File: src/rtl/ysyx_reg_wb.sv
// Commit-write buffer: queues register writebacks, drains one per cycle into the
// register file, and exposes pending/bypass lookups. Optional macro: YSYX_WB_BYPASS_EN.
`ifndef YSYX_XLEN
`define YSYX_XLEN 32
`endif
`ifndef YSYX_REG_LEN
`define YSYX_REG_LEN 5
`endif

module ysyx_reg_wb #(
  parameter int XLEN    = `YSYX_XLEN,
  parameter int REG_LEN = `YSYX_REG_LEN,
  parameter int DEPTH   = 4
) (
  input  logic                     clock,
  input  logic                     reset,
  input  logic                     in_valid,
  output logic                     in_ready,
  input  logic [4:0]               in_rd,
  input  logic [XLEN-1:0]          in_data,
  output logic                     write_en,
  output logic [4:0]               waddr,
  output logic [XLEN-1:0]          wdata,
  input  logic                     hold,
  input  logic [4:0]               rs1,
  input  logic [4:0]               rs2,
  output logic                     fwd1_hit,
  output logic                     fwd2_hit,
  output logic [XLEN-1:0]          fwd1_data,
  output logic [XLEN-1:0]          fwd2_data,
  output logic                     pend1,
  output logic                     pend2,
  output logic                     empty,
  output logic [$clog2(DEPTH):0]   count
);
  localparam int PW = $clog2(DEPTH);

  logic [PW:0]      r_wptr, r_rptr;
  logic [4:0]       r_rd   [DEPTH];
  logic [XLEN-1:0]  r_data [DEPTH];

  logic             w_full, w_empty, w_push, w_pop;
  logic [PW-1:0]    w_idx;
  logic             w_hit1, w_hit2;
  logic [XLEN-1:0]  w_d1, w_d2;

  assign w_empty  = (r_wptr == r_rptr);
  assign w_full   = (r_wptr[PW-1:0] == r_rptr[PW-1:0]) && (r_wptr[PW] != r_rptr[PW]);
  assign in_ready = !w_full;
  assign empty    = w_empty;
  assign count    = r_wptr - r_rptr;
  // x0 writes are handshaken but never stored
  assign w_push   = in_valid && in_ready && (in_rd[REG_LEN-1:0] != '0);
  assign w_pop    = !w_empty && !hold;

  always_ff @(posedge clock or negedge reset) begin
    if (!reset) begin
      r_wptr   <= '0;
      r_rptr   <= '0;
      write_en <= 1'b0;
      waddr    <= '0;
      wdata    <= '0;
    end else begin
      if (w_push) r_wptr <= r_wptr + 1'b1;
      if (w_pop)  r_rptr <= r_rptr + 1'b1;
      write_en <= w_pop;
      if (w_pop) begin
        waddr <= r_rd[r_rptr[PW-1:0]];
        wdata <= r_data[r_rptr[PW-1:0]];
      end
    end
  end

  always_ff @(posedge clock) begin
    if (w_push) begin
      r_rd[r_wptr[PW-1:0]]   <= in_rd;
      r_data[r_wptr[PW-1:0]] <= in_data;
    end
  end

  // Oldest first so later (younger) matches override: write stage, then head..tail
  always_comb begin
    w_hit1 = 1'b0;
    w_hit2 = 1'b0;
    w_d1   = '0;
    w_d2   = '0;
    w_idx  = '0;
    if (write_en && waddr[REG_LEN-1:0] == rs1[REG_LEN-1:0]) begin
      w_hit1 = 1'b1;
      w_d1   = wdata;
    end
    if (write_en && waddr[REG_LEN-1:0] == rs2[REG_LEN-1:0]) begin
      w_hit2 = 1'b1;
      w_d2   = wdata;
    end
    for (int k = 0; k < DEPTH; k++) begin
      w_idx = r_rptr[PW-1:0] + PW'(k);
      if ((PW+1)'(k) < count) begin
        if (r_rd[w_idx][REG_LEN-1:0] == rs1[REG_LEN-1:0]) begin
          w_hit1 = 1'b1;
          w_d1   = r_data[w_idx];
        end
        if (r_rd[w_idx][REG_LEN-1:0] == rs2[REG_LEN-1:0]) begin
          w_hit2 = 1'b1;
          w_d2   = r_data[w_idx];
        end
      end
    end
    if (rs1[REG_LEN-1:0] == '0) begin
      w_hit1 = 1'b0;
      w_d1   = '0;
    end
    if (rs2[REG_LEN-1:0] == '0) begin
      w_hit2 = 1'b0;
      w_d2   = '0;
    end
  end

  assign pend1 = w_hit1;
  assign pend2 = w_hit2;

`ifdef YSYX_WB_BYPASS_EN
  assign fwd1_hit  = w_hit1;
  assign fwd2_hit  = w_hit2;
  assign fwd1_data = w_d1;
  assign fwd2_data = w_d2;
`else
  assign fwd1_hit  = 1'b0;
  assign fwd2_hit  = 1'b0;
  assign fwd1_data = '0;
  assign fwd2_data = '0;
`endif

endmodule

File: config.mk
export PLATFORM = sky130hd
export DESIGN_NAME = ysyx_reg_wb
export DESIGN_NICKNAME = d
export VERILOG_FILES = /design/src/rtl/ysyx_reg_wb.sv
export SDC_FILE = /design/constraint.sdc
export NUM_CORES = 1
export LEC_CHECK = 0
export CORE_ASPECT_RATIO = 1.2
export CORE_MARGIN = 2
export CORE_UTILIZATION = 50
export DETAILED_ROUTE_END_ITERATION = 12
export HOLD_SLACK_MARGIN = 0.05
export PLACE_DENSITY = 0.82
export SYNTH_ARGS = -nofsm -noshare
export SYNTH_HDL_FRONTEND = slang
export SYNTH_SLANG_ARGS = --single-unit
File: constraint.sdc
create_clock -name clock -period 5 [get_ports clock]
set_clock_uncertainty 0.05 [all_clocks]
set_input_delay 1 -clock clock [delete_from_list [all_inputs] [get_ports clock]]
set_output_delay 1 -clock clock [all_outputs]
set_load 0.02 [all_outputs]
Word-level counts from Yosys, hierarchy flattened
Memory sizes are Yosys's and may differ from the RTL's. A register that Yosys moved wholly into a read port is not among the register bits.
Cells that the tools add are included.
{"block": "totals", "input_bits": 51, "n_memories": 2, "reg_bits": 12, "ramBits": 148}
{"block": "op_classes", "muxes": 22, "eq_ne": 13, "addsub": 6, "reduce_logical": 13, "magnitude_cmp": 4}
{"memory": "r_data", "words": 4, "word_bits": 32, "rd": 1, "rd_clocked_by_memory_dff": 1, "wr": 1, "line": "40", "source": "logic [XLEN-1:0] r_data [DEPTH];"}
{"memory": "r_rd", "words": 4, "word_bits": 5, "rd": 4, "rd_clocked_by_memory_dff": 0, "wr": 1, "line": "39", "source": "logic [4:0] r_rd [DEPTH];"}
{"operator": "$eq 5x5->1", "count": 10}
{"operator": "$mux 1", "count": 22}
{"operator": "$logic_not 5->1", "count": 2}
{"operator": "$add 3x1->3 const B", "count": 2}
{"operator": "$logic_and 1x1->1", "count": 6}
{"operator": "$lt 1x3->1 const A", "count": 2}
{"operator": "$lt 2x3->1 const A", "count": 2}
{"operator": "$reduce_bool 5->1", "count": 1}
{"operator": "$add 2x2->2 const B", "count": 2}
{"operator": "$logic_not 1->1", "count": 4}
{"operator": "$eq 3x3->1", "count": 1}
{"operator": "$sub 3x3->3", "count": 1}
{"operator": "$add 2x1->2 const B", "count": 1}
{"operator": "$eq 2x2->1", "count": 1}
{"operator": "$ne 1x1->1", "count": 1}

Depth between registers and ports, before layout
Gate-level depths: netlist of the first run.
{"block": "logic_depth", "depth_word": 12, "depth_mapped": 11, "ltp_nobuf": 9}

Worst setup path after synthesis of the first run
OpenSTA, ideal clock, no wires.
{"block": "synth_path", "path_kind": "register to register", "from": "register r_rptr[1]", "to": "memory r_data[3][0] in the netlist's numbering (enable)", "setup_ps": 434, "arrival_ps": 3687, "setup_slack_ps": 829, "path_stages_with_launch": 9, "required_ps": 4516, "cell_sequence": "dfrtp_1 clkbuf_1 buf_2 buf_1 inv_1 ha_1 nand3_1 o211ai_1 nor2_1"}
{"block": "synth_between", "elab_chain_cells": 7}
{"item": "from (decl)", "line": "38", "source": "logic [PW:0] r_wptr, r_rptr;"}
{"item": "from (signal assigned)", "line": "65", "source": "if (w_pop) r_rptr <= r_rptr + 1'b1;"}
{"item": "$eq 2x2->1", "line": "48", "source": "assign w_full = (r_wptr[PW-1:0] == r_rptr[PW-1:0]) && (r_wptr[PW] != r_rptr[PW]);"}
{"item": "$logic_and 1x1->1", "line": "48"}
{"item": "$logic_not 1->1", "line": "49", "source": "assign in_ready = !w_full;"}
{"item": "named net in_ready", "line": "18", "source": "output logic in_ready,"}
{"item": "$logic_and 1x1->1 (2 in series)", "line": "53", "source": "assign w_push = in_valid && in_ready && (in_rd[REG_LEN-1:0] != '0);"}
{"item": "$mux 1", "line": "75", "source": "if (w_push) begin"}
{"item": "$mux 1 (not written as such)", "line": "77", "source": "r_data[r_wptr[PW-1:0]] <= in_data;"}
{"item": "to (decl)", "line": "40"}
The timed path passes the listed nets, and every way through them passes these cells.

Worst setup path in the final report of the first run
{"block": "layout_path", "from": "register r_rptr[1]", "to": "output port pend2"}
{"block": "layout_between", "elab_chain_cells": 11}
{"item": "parallel branches: the longest is 9 deep, another holds $sub 3x3->3"}
{"item": "$mux 1 *", "line": "98", "source": "if ((PW+1)'(k) < count) begin"}
{"item": "$mux 1 *", "line": "113", "source": "if (rs2[REG_LEN-1:0] == '0) begin"}
{"item": "to (decl)", "line": "32", "source": "output logic pend2,"}
Mark *: on every way between the ends.

==> results.cfg, run 1 <==
[die]
floorplan.die.height_microns = 148
design.die.area_sq_mm = 0.0184
fp.dieW_microns = 124
rows = 52
core_sq_mm = 0.0169
floorplan.io_pins = 162
effective_utilization_at_floorplan_pct = 51.3

[clock_network]
cts_tree = built
cts.repair.resized = 0
postCtsHoldBufs = 0
post_cts_buffers = 0
htree_levels = 4
cts_root_buf = sky130_fd_sc_hd__clkbuf_16
clock_insertion_delay_worst_skew_ps = 420
tritoncts_num_sinks = 192
cts_made_buffers = 17
cts.reportedPaths.clkPinSlew_ps = 70
ctsLongestPathBuffers = 2

[worst_setup_path]
critPathKind = reg2out
cp-start-kind = flop
worstSetupEndpointType = primary output
path_max_fanout = 16
worst-endpoint-arrival_ps = 3700
crit_required_ps = 3950

[sta]
timing_worst_slew_pin_value_ps = 821
hold-worst-slack_ps = 459
max_freq_mhz = 210
maxSlewHeadroom_pct = 45.1
period_minus_slack_ps = 4750
max_transition_viols_final = 0
final-hold-violation-count = 0
rsz0062_at_grt = no
setup_total_negative_slack_ps = 0
report.final.setup_viol = 0
period_share_pct = 95.0

[power]
cellPowerDensity_mw_per_mm2 = 650
vdd.ir_drop.worst_mv = 0.405
power_leakage_nw = 3.63
design_power_total_mw = 6.65

[yosys]
synthDominantCellAreaShare_pct = 51.3
synth_top_family_by_area = multiplexers
seq_area_frac_synth_pct = 64.0
postSynthRegisterBits = 192
synth_cell_type_count = 34
compound_gate_portion_of_the_synthesized_area_pct = 0.924
post_synth_mux_area_share_pct = 18.7
synth_xor_area_share_pct = 5.70
synth_cells = 492
async_reset_ff_share_pct = 22.9
yosys-top-cells-area = sky130_fd_sc_hd__edfxtp_1, sky130_fd_sc_hd__dfrtp_1, sky130_fd_sc_hd__mux4_2
synth_enable_flop_cells = 148
post_synth_most_frequent_cells = sky130_fd_sc_hd__edfxtp_1, sky130_fd_sc_hd__buf_4, sky130_fd_sc_hd__mux4_2, sky130_fd_sc_hd__dfrtp_1, sky130_fd_sc_hd__mux2_2
netlist_area_sq_mm = 0.00867
yosys.area_share.adder_pct = 1.24
yosys.area_share.simple_pct = 1.92
ys_dominant_reg_cell = sky130_fd_sc_hd__edfxtp_1
yosysMostFrequentCell = sky130_fd_sc_hd__edfxtp_1
yosysWarningCount = 0
post_synth.cell_area_avg_sq_um = 17.6
post-synth-top-area-cell = sky130_fd_sc_hd__edfxtp_1

[detailed_routing]
drt_first_iter_violations = 171
ant_nets = 0
dr.pass1.iters = 4
via_count = 4343
post-route-drc-count = 0
vias_per_cell = 5.30
drt-wirelength-per-cell_microns = 19.6
postRouteWirelength_microns = 16100

[cells_and_area]
layout_cell_share_with_drive_strength_beyond_1_pct = 22.2
syn2layout_area_growth_pct = 17.9
utilization_pct = 60.4
nNetsFinal = 650

[grt]
grt_pass1_vias = 4629
grt_max_degree = 45
grt_use_total_pct = 18.1
grt_pass1_wl_microns = 25400
globalRoute.totalOverflow = 0
antenna_found_initial = 2

[placement]
place.gp.congestion = 0.834
dp_hpwl_microns = 10900
number_of_port_buffers = 95

[run]
timing.max_cap.violations = 0

[run_status]
status = finished, final reports clean

[min_path]
hold_path.class = reg2reg
-- stage by stage --
stage	worst slack [ps]	cells	cell area (sq um)
floorplan	829	557	8910
CTS	198	819	10200
finish	249	820	10200
global placement	633	788	9640
detailed placement	678	788	9640
global route	29.2	819	10200
-- power by group --
part           switching, mW  internal (mW)  leakage [nW]
registers              0.250           2.22          1.87
clock network          0.566          0.745         0.278
logic                   1.44           1.42          1.49
-- per-layer routing --
layer	global-route usage [%]	vias to the layer above	wire length [microns]
met3	6.08	20	1200
met4	5.73	0	272
li1	-	1945	-
met1	21.6	2185	6170
met5	0	-	0
met2	31.3	193	8440
-- registers in the layout, summed over array words and instances, names as in the netlist --
name,cells
r_wptr,3
waddr,5
r_data,128
write_en,1
r_rd,20
r_rptr,3
wdata,32
-- cell families (layout without fill, tap and decap cells) --
family                     after synthesis  in the layout
DFF                                    192            192
buffers and inverters                  102            148
muxes                                   90             90
xor gates and xnor gates                54             54
and+or+nand+nor                         33             33
AOI/OAI and AO/OA                       12             12
adders and majority gates                8              8
other                                    1             67
-- layout make-up --
cell class                 count  area, sq um
sequential                   192         5550
antenna                        1         2.50
clock inverter                 9         95.1
clock buffer                  22          484
timing repair buffer         105         1020
fill                        1236         6700
inverter                      12         45.0
multi-input combinational    263         2750
tap                          216          270
-- path summary, 6_finish.rpt --
check | from | end | depth (start not counted) | slack (ps)
setup / recovery | r_rptr[1]$_DFFE_PN0P_ | pend2 | 7 | 250
hold / removal | wdata[23]$_DFFE_PN0P_ | wdata[23]$_DFFE_PN0P_ | 1 | 460
setup reg to reg | r_rptr[1]$_DFFE_PN0P_ | r_data[3][10]$_DFFE_PP_ | 7 | 2050
hold reg to reg | wdata[23]$_DFFE_PN0P_ | wdata[23]$_DFFE_PN0P_ | 1 | 460
max in group asynchronous | reset | r_rptr[0]$_DFFE_PN0P_ | 2 | 3750
min in group asynchronous | reset | wdata[27]$_DFFE_PN0P_ | 2 | 640
-- critical path, stage by stage (launching register included) --
cell and delay [ps]:
sky130_fd_sc_hd__dfrtp_2 560, sky130_fd_sc_hd__ha_1 680, sky130_fd_sc_hd__mux4_2 610, sky130_fd_sc_hd__xor2_1 160, sky130_fd_sc_hd__nor4_1 340, sky130_fd_sc_hd__a311oi_1 150
sky130_fd_sc_hd__a21oi_1 160, sky130_fd_sc_hd__clkdlybuf4s50_1 610
-- layout by cell type (no fill, tap or decap), types with 2 or more instances in the layout --
cell,count
sky130_fd_sc_hd__nor4_1,4
sky130_fd_sc_hd__nor2_1,4
sky130_fd_sc_hd__a21oi_1,3
sky130_fd_sc_hd__xor2_1,22
sky130_fd_sc_hd__edfxtp_1,148
sky130_fd_sc_hd__clkbuf_8,4
sky130_fd_sc_hd__buf_4,10
sky130_fd_sc_hd__dfrtp_1,42
sky130_fd_sc_hd__mux2_2,38
sky130_fd_sc_hd__nand4_1,4
sky130_fd_sc_hd__inv_6,3
sky130_fd_sc_hd__mux4_1,5
sky130_fd_sc_hd__xnor2_1,30
sky130_fd_sc_hd__nand3_1,3
sky130_fd_sc_hd__mux4_2,47
sky130_fd_sc_hd__or4_1,4
sky130_fd_sc_hd__clkinvlp_4,3
sky130_fd_sc_hd__clkdlybuf4s50_1,94
sky130_fd_sc_hd__nor2_4,5
sky130_fd_sc_hd__a31oi_1,2
sky130_fd_sc_hd__nor3_1,3
sky130_fd_sc_hd__nand2_1,6
sky130_fd_sc_hd__conb_1,66
sky130_fd_sc_hd__inv_1,12
sky130_fd_sc_hd__clkbuf_16,17
sky130_fd_sc_hd__ha_1,7
Note: power is estimated with default switching activity, not from simulation.
==> run 2: changes to the inputs <==
--- a/config.mk
+++ b/config.mk
@@ -8,6 +8,7 @@
 export CORE_ASPECT_RATIO = 1.2
 export CORE_MARGIN = 2
 export CORE_UTILIZATION = 50
+export CTS_CLUSTER_SIZE = 16
 export DETAILED_ROUTE_END_ITERATION = 12
 export HOLD_SLACK_MARGIN = 0.05
 export PLACE_DENSITY = 0.82
==> results of run 2 <==
Same layout as run 1: the final DEF is identical, and so are final timing and power.
